`src/rtl/instr_fetch.sv`:
```
// Instruction fetch stage: owns the PC and fetches one word per request over a
// req/ack memory handshake, then strobes it into the instruction register.
module instr_fetch #(
  parameter int unsigned DW       = 18,
  parameter int unsigned AW       = 10,
  parameter int unsigned RESET_PC = 0
) (
  input  logic          clk,
  input  logic          rst,
  input  logic          fetch_en,
  input  logic          pc_load,
  input  logic [AW-1:0] pc_load_val,
  output logic [AW-1:0] mem_addr,
  output logic          mem_rd,
  input  logic          mem_ack,
  input  logic [DW-1:0] mem_data,
  output logic [DW-1:0] ir_data,
  output logic          wr_IR,
  output logic          busy,
  output logic [AW-1:0] pc
);

  localparam logic [AW-1:0] ResetPc = AW'(RESET_PC);
  localparam logic [AW-1:0] PcOne   = AW'(1);

  typedef enum logic [1:0] {
    StIdle,
    StReq,
    StWrite
  } state_e;

  state_e        state_q, state_d;
  logic [AW-1:0] pc_q, pc_d;
  logic [AW-1:0] addr_q, addr_d;
  logic          rd_q, rd_d;
  logic          squash_q, squash_d;
  logic [DW-1:0] ir_q, ir_d;

  always_ff @(posedge clk or negedge rst) begin
    if (!rst) begin
      state_q  <= StIdle;
      pc_q     <= ResetPc;
      addr_q   <= ResetPc;
      rd_q     <= 1'b0;
      squash_q <= 1'b0;
      ir_q     <= '0;
    end else begin
      state_q  <= state_d;
      pc_q     <= pc_d;
      addr_q   <= addr_d;
      rd_q     <= rd_d;
      squash_q <= squash_d;
      ir_q     <= ir_d;
    end
  end

  always_comb begin
    state_d  = state_q;
    pc_d     = pc_q;
    addr_d   = addr_q;
    rd_d     = rd_q;
    squash_d = squash_q;
    ir_d     = ir_q;
    unique case (state_q)
      StIdle: begin
        if (pc_load) begin
          pc_d = pc_load_val;
        end
        if (fetch_en) begin
          state_d = StReq;
          rd_d    = 1'b1;
          addr_d  = pc_load ? pc_load_val : pc_q;
        end
      end
      StReq: begin
        if (!rd_q) begin
          // One-cycle gap after a squashed ack: reissue at the redirected PC.
          rd_d   = 1'b1;
          addr_d = pc_load ? pc_load_val : pc_q;
          if (pc_load) begin
            pc_d = pc_load_val;
          end
        end else begin
          if (pc_load) begin
            pc_d = pc_load_val;
          end
          if (mem_ack) begin
            rd_d = 1'b0;
            // A redirect in the ack cycle also makes the returning word stale.
            if (squash_q || pc_load) begin
              squash_d = 1'b0;
            end else begin
              ir_d    = mem_data;
              state_d = StWrite;
            end
          end else if (pc_load) begin
            squash_d = 1'b1;
          end
        end
      end
      StWrite: begin
        pc_d    = pc_load ? pc_load_val : pc_q + PcOne;
        state_d = StIdle;
      end
      default: begin
        state_d = StIdle;
      end
    endcase
  end

  assign mem_addr = addr_q;
  assign mem_rd   = rd_q;
  assign ir_data  = ir_q;
  assign pc       = pc_q;
  assign wr_IR    = (state_q == StWrite);
  assign busy     = (state_q != StIdle);

endmodule
```
`config.mk`:
```
export PLATFORM = sky130hd
export DESIGN_NAME = instr_fetch
export DESIGN_NICKNAME = d
export VERILOG_FILES = /design/src/rtl/instr_fetch.sv
export SDC_FILE = /design/constraint.sdc
export NUM_CORES = 1
export LEC_CHECK = 0
export CORE_ASPECT_RATIO = 1.75
export CORE_MARGIN = 3
export CORE_UTILIZATION = 44
export CTS_CLUSTER_DIAMETER = 100
export CTS_CLUSTER_SIZE = 25
export DETAILED_ROUTE_END_ITERATION = 7
export PLACE_DENSITY = 0.79
export SETUP_SLACK_MARGIN = 0.05
export SLEW_MARGIN = 10
export SYNTH_ARGS = -nofsm -noshare
export SYNTH_HDL_FRONTEND = slang
export SYNTH_SLANG_ARGS = --single-unit
```
`constraint.sdc`:
```
create_clock -name clk -period 2 [get_ports clk]
set_input_delay 0.6 -clock clk [delete_from_list [all_inputs] [get_ports clk]]
set_output_delay 0.6 -clock clk [all_outputs]
set_load 0.02 [all_outputs]
```
---- Word level (Yosys, flattened, before mapping) ----
Index checks and enable logic that the tools add are counted.
cells by class
  add/sub/neg operators ................... 1
  equal/unequal tests ..................... 8
  multiplexer cells ....................... 18
  bitwise gates (word level) .............. 1
  reduce and logical (&&, ||, !) cells .... 12
operators by type and width
  kind                   number
  $mux 10                4
  $pmux 10 s2            2
  $reduce_and 4->1       3
  $add 10x1->10 const B  1
  $ne 2x2->1 const B     5
  $mux 2                 4
  $reduce_bool 2->1      4
  $mux 1                 6
  $pmux 2 s2             1
  $reduce_and 3->1       1
  $eq 2x1->1 const B     1
  $eq 2x2->1 const B     1
  $logic_not 2->1        1
  $ne 2x1->1 const B     1
  $pmux 1 s2             1
  $reduce_and 2->1       1
  $reduce_or 2->1        1
  $logic_or 1x1->1       1
  $not 1->1              1
word-level totals
  flip-flop bits (word level) ............. 42
  output and inout port bits .............. 41
  word-level logic and storage cells ...... 46

---- Logic depth before layout (Yosys ltp) ----
  depth after elaboration ................. 5
  mapped depth ............................ 5

---- Least setup slack after synthesis ----
Ideal clock, no wire load.
  path type ............................... reg2out
  start ................................... register state_q[1]
  end ..................................... output port busy
  data arrival time ....................... 1054 ps
  slack ................................... 346 ps
  cell stages (with the launch flop) ...... 4
  buffers on the path ..................... 2
  path through ............................ dfrtp_1 buf_2 clkbuf_1 or2_2
between the ends
  word-level cells in the longest chain between the ends .. 1
RTL lines
  element                   line  text
  start: declaration        32    state_e state_q, state_d;
  start signal: assignment  41    state_q <= StIdle;
  start signal: assignment  48    state_q <= state_d;
  $reduce_bool 2->1         116   assign busy = (state_q != StIdle);
  end: declaration          19    output logic busy,
No other way between the ends.

---- Final worst setup path ----
Same ends and word-level chain as after synthesis.

==> flow_metrics.tcl <==
set metrics [dict create \
    syn_to_final_growth_pct 47.7 \
    swShare_pct 38.4 \
    ioPinCount 74 \
    h-tree-depth 2 \
    worstSetupStartpointType "flop" \
    core_area_um2 4400 \
    first_iter_violations 34 \
    tritoncts "done" \
    place_congestion 0.819 \
    setup_ws_ns 0.109 \
    grt_max_degree 26 \
    synth_cells 180 \
    yosysSeqAreaShare_pct 52.1 \
    start_util_pct 45.8 \
    cts_buffers 5 \
    worstMarginPinSlew_ns 0.473 \
    fin_crit_sh_pct 94.5 \
    layout_commonest_cell "clkdlybuf4s50_1" \
    dr.pass1.iters 4 \
    grt_usage_pct 19.3 \
    overflow 0 \
    cp.arrival_ns 1.29 \
    highest_layer "met4" \
    die_h_um 95.5 \
    rows 32 \
    path_class "reg -> out" \
    finalNonFillerCells 317 \
    final_util_pct 67.6 \
    die_w_um 57.2 \
    maxCapViolCount 0 \
    crit_fanout 4 \
    antenna_found_initial 0 \
    postRouteAntennaNets 0 \
    leakage_uw 0.00133 \
    design_area_um2 2980 \
    routed-wl-met3_um 294 \
    outcome "complete, no violations" \
    clkSlewWorstSetupHoldPaths_ns 0.08 \
    required_ns 1.40 \
    rsz0062_at_grt "true" \
    r2r_slack_ns 0.29 \
    pwr-share-clk_pct 13.5 \
    finalHoldViolations 0 \
    worstHoldPathType "in -> async" \
    num_antenna_cells 0 \
    root_buffer "clkbuf_8" \
    grt_pass1_wl_mm 8.14 \
    multi_input_area_um2 911 \
    place_hpwl_mm 3.77 \
    drt_wl_total_mm 5.07 \
    fillers 367 \
    avgSynthCellArea_um2 11.2 \
    setup_violations 0 \
    nNetsFinal 299 \
    min_period_ns 1.89 \
    cts.sink_count 42 \
    die_area_um2 5460 \
    final_cell_mix "clkdlybuf4s50_1 (62), dfrtp_1 (42), a21oi_1 (18), nor2_1 (15), buf_4 (13)" \
    ir_drop_uv 1040 \
    dpl_cell_area_um2 2870 \
    viasPerCell 5.41 \
    grt_pass1_vias 1776 \
    drc 0 \
    layout-drive-gt1-share_pct 18.0 \
    numPortBuffers 73 \
    syn_nets 214 \
    clock_latency_ns 0.29 \
    routedWlPerCell_um 16.0 \
    synth_area_um2 2020 \
    seqCellArea_um2 1050 \
    p_switching_uw 1630 \
    slew_headroom_pct 68.5 \
    end_kind "primary output" \
    power_density_nw_per_um2 1420 \
    wl_met1_mm 1.90 \
    maxSlewViolCount 0 \
    combPwrFrac_pct 52.1 \
    cts.path.max_buffers 2 \
    synth_warnings 0 \
    seq_power_share_pct 34.4 \
    met2_wirelength_mm 2.80 \
    timing.fmax_mhz 529 \
    internal-power_uw 2610 \
    vias 1716 \
    synth-seq-cells 42 \
    post-place-ws_ns -0.137 \
    dp.cells 308 \
    fin_worst_skew_ns 0.0100 \
    synth_cell_types 42 \
    cts_hold_buf 0 \
]
## registers in the layout, indices dropped and copies added (netlist names)
signal	count
ir_data	18
mem_addr	10
mem_rd	1
pc	10
squash_q	1
state_q	2
## power by group through the flow
stage / combinational [µW] / clock (µW) / sequential (µW)
after detailed placement: 2240 / 0 / 1470
after global placement: 2200 / 0 / 1460
after global routing: 2360 / 624 / 1510
final: 2210 / 572 / 1460
after floorplan: 802 / 0 / 1870
after CTS: 2230 / 589 / 1460
## area by class of cell
cell class	count	share of cell area (%)
flip-flops and latches	42	35.3
multi-input cells	125	30.6
repair buffers	87	28.4
clock buffers	7	2.90
well taps	51	2.14
inverters	4	0.504
clock inverters	1	0.168
## critical path, stage by stage (launching register included)
cell,delay (ns)
dfrtp_1,0.42
or2_2,0.30
clkdlybuf4s15_1,0.29
## synth_stat cells
library cell  count  area (µm²)
dfrtp_1          42        1050
a21oi_1          18        90.1
nor2_1           15        56.3
mux2_2           10         113
nand2_1          10        37.5
mux2_4            9         135
o21ai_0           9        45.0
mux2i_1           8        80.1
nand3_1           8        40.0
clkbuf_1          5        18.8
nand4_1           5        31.3
inv_1             4        15.0
buf_2             3        15.0
o22ai_1           3        18.8
a311o_1           2        20.0
a31oi_1           2        12.5
nand2b_1          2        12.5
a211o_1           1        8.76
a21o_1            1        7.51
a221o_1           1        10.0
a32oi_1           1        8.76
and2_1            1        6.26
and2b_1           1        7.51
and2b_2           1        8.76
and3_1            1        6.26
and3_4            1        11.3
and4_1            1        8.76
buf_6             1        11.3
ha_1              1        12.5
nand2_4           1        11.3
nand4_4           1        21.3
nand4b_1          1        8.76
nor2b_1           1        6.26
nor2b_2           1        8.76
nor4_1            1        6.26
nor4bb_1          1        10.0
o211ai_1          1        7.51
o21bai_1          1        7.51
o311ai_0          1        8.76
or2_2             1        6.26
or3_1             1        6.26
or4_1             1        7.51
## kinds of logic after synthesis
| group | count (synthesis) | share of synthesized area [%] |
|---|---|---|
| AND/OR/NAND/NOR | 56 | 15.8 |
| AO/OA/AOI/OAI | 41 | 12.2 |
| adder cells (fa/ha/maj) | 1 | 0.621 |
| multiplexers | 27 | 16.3 |
| flip-flops | 42 | 52.1 |
| buffers and inverters | 13 | 2.98 |
## path summary, 6_finish.rpt
kind | startpoint | endpoint | cells past startpoint
max | state_q[1] | busy | 2
min | rst | pc[5] | 1
max reg2reg | state_q[0] | ir_data[4] | 5
min reg2reg | squash_q | squash_q | 2
max in group asynchronous | rst | ir_data[17] | 2
min in group clk | squash_q | squash_q | 2
## layer usage
| layer | up-vias | global-route usage (%) |
|---|---|---|
| li1 | 819 | - |
| met1 | 833 | 21.4 |
| met5 | - | 0 |
| met4 | 0 | 7.35 |
| met3 | 8 | 5.28 |
| met2 | 56 | 34.7 |
## metrics by stage
stage | hold WS, ns | total power [µW] | TNS (ns)
5_1_grt | 0.277 | 4490 | 0
2_1_floorplan | 0.304 | 2680 | 0
6_report | 0.254 | 4230 | 0
4_1_cts | 0.265 | 4270 | 0
3_5_place_dp | 0.487 | 3710 | -2.14
3_3_place_gp | 0.480 | 3660 | -1.71
## what timing repair did
item | 4_1_cts | 5_1_grt
setup buffers | 1 | 0
gates resized for setup | 7 | 6
cloned | 0 | 0
endpoints found under the setup margin | 7 | 6
No activity file was read; power rests on OpenSTA's default activity.
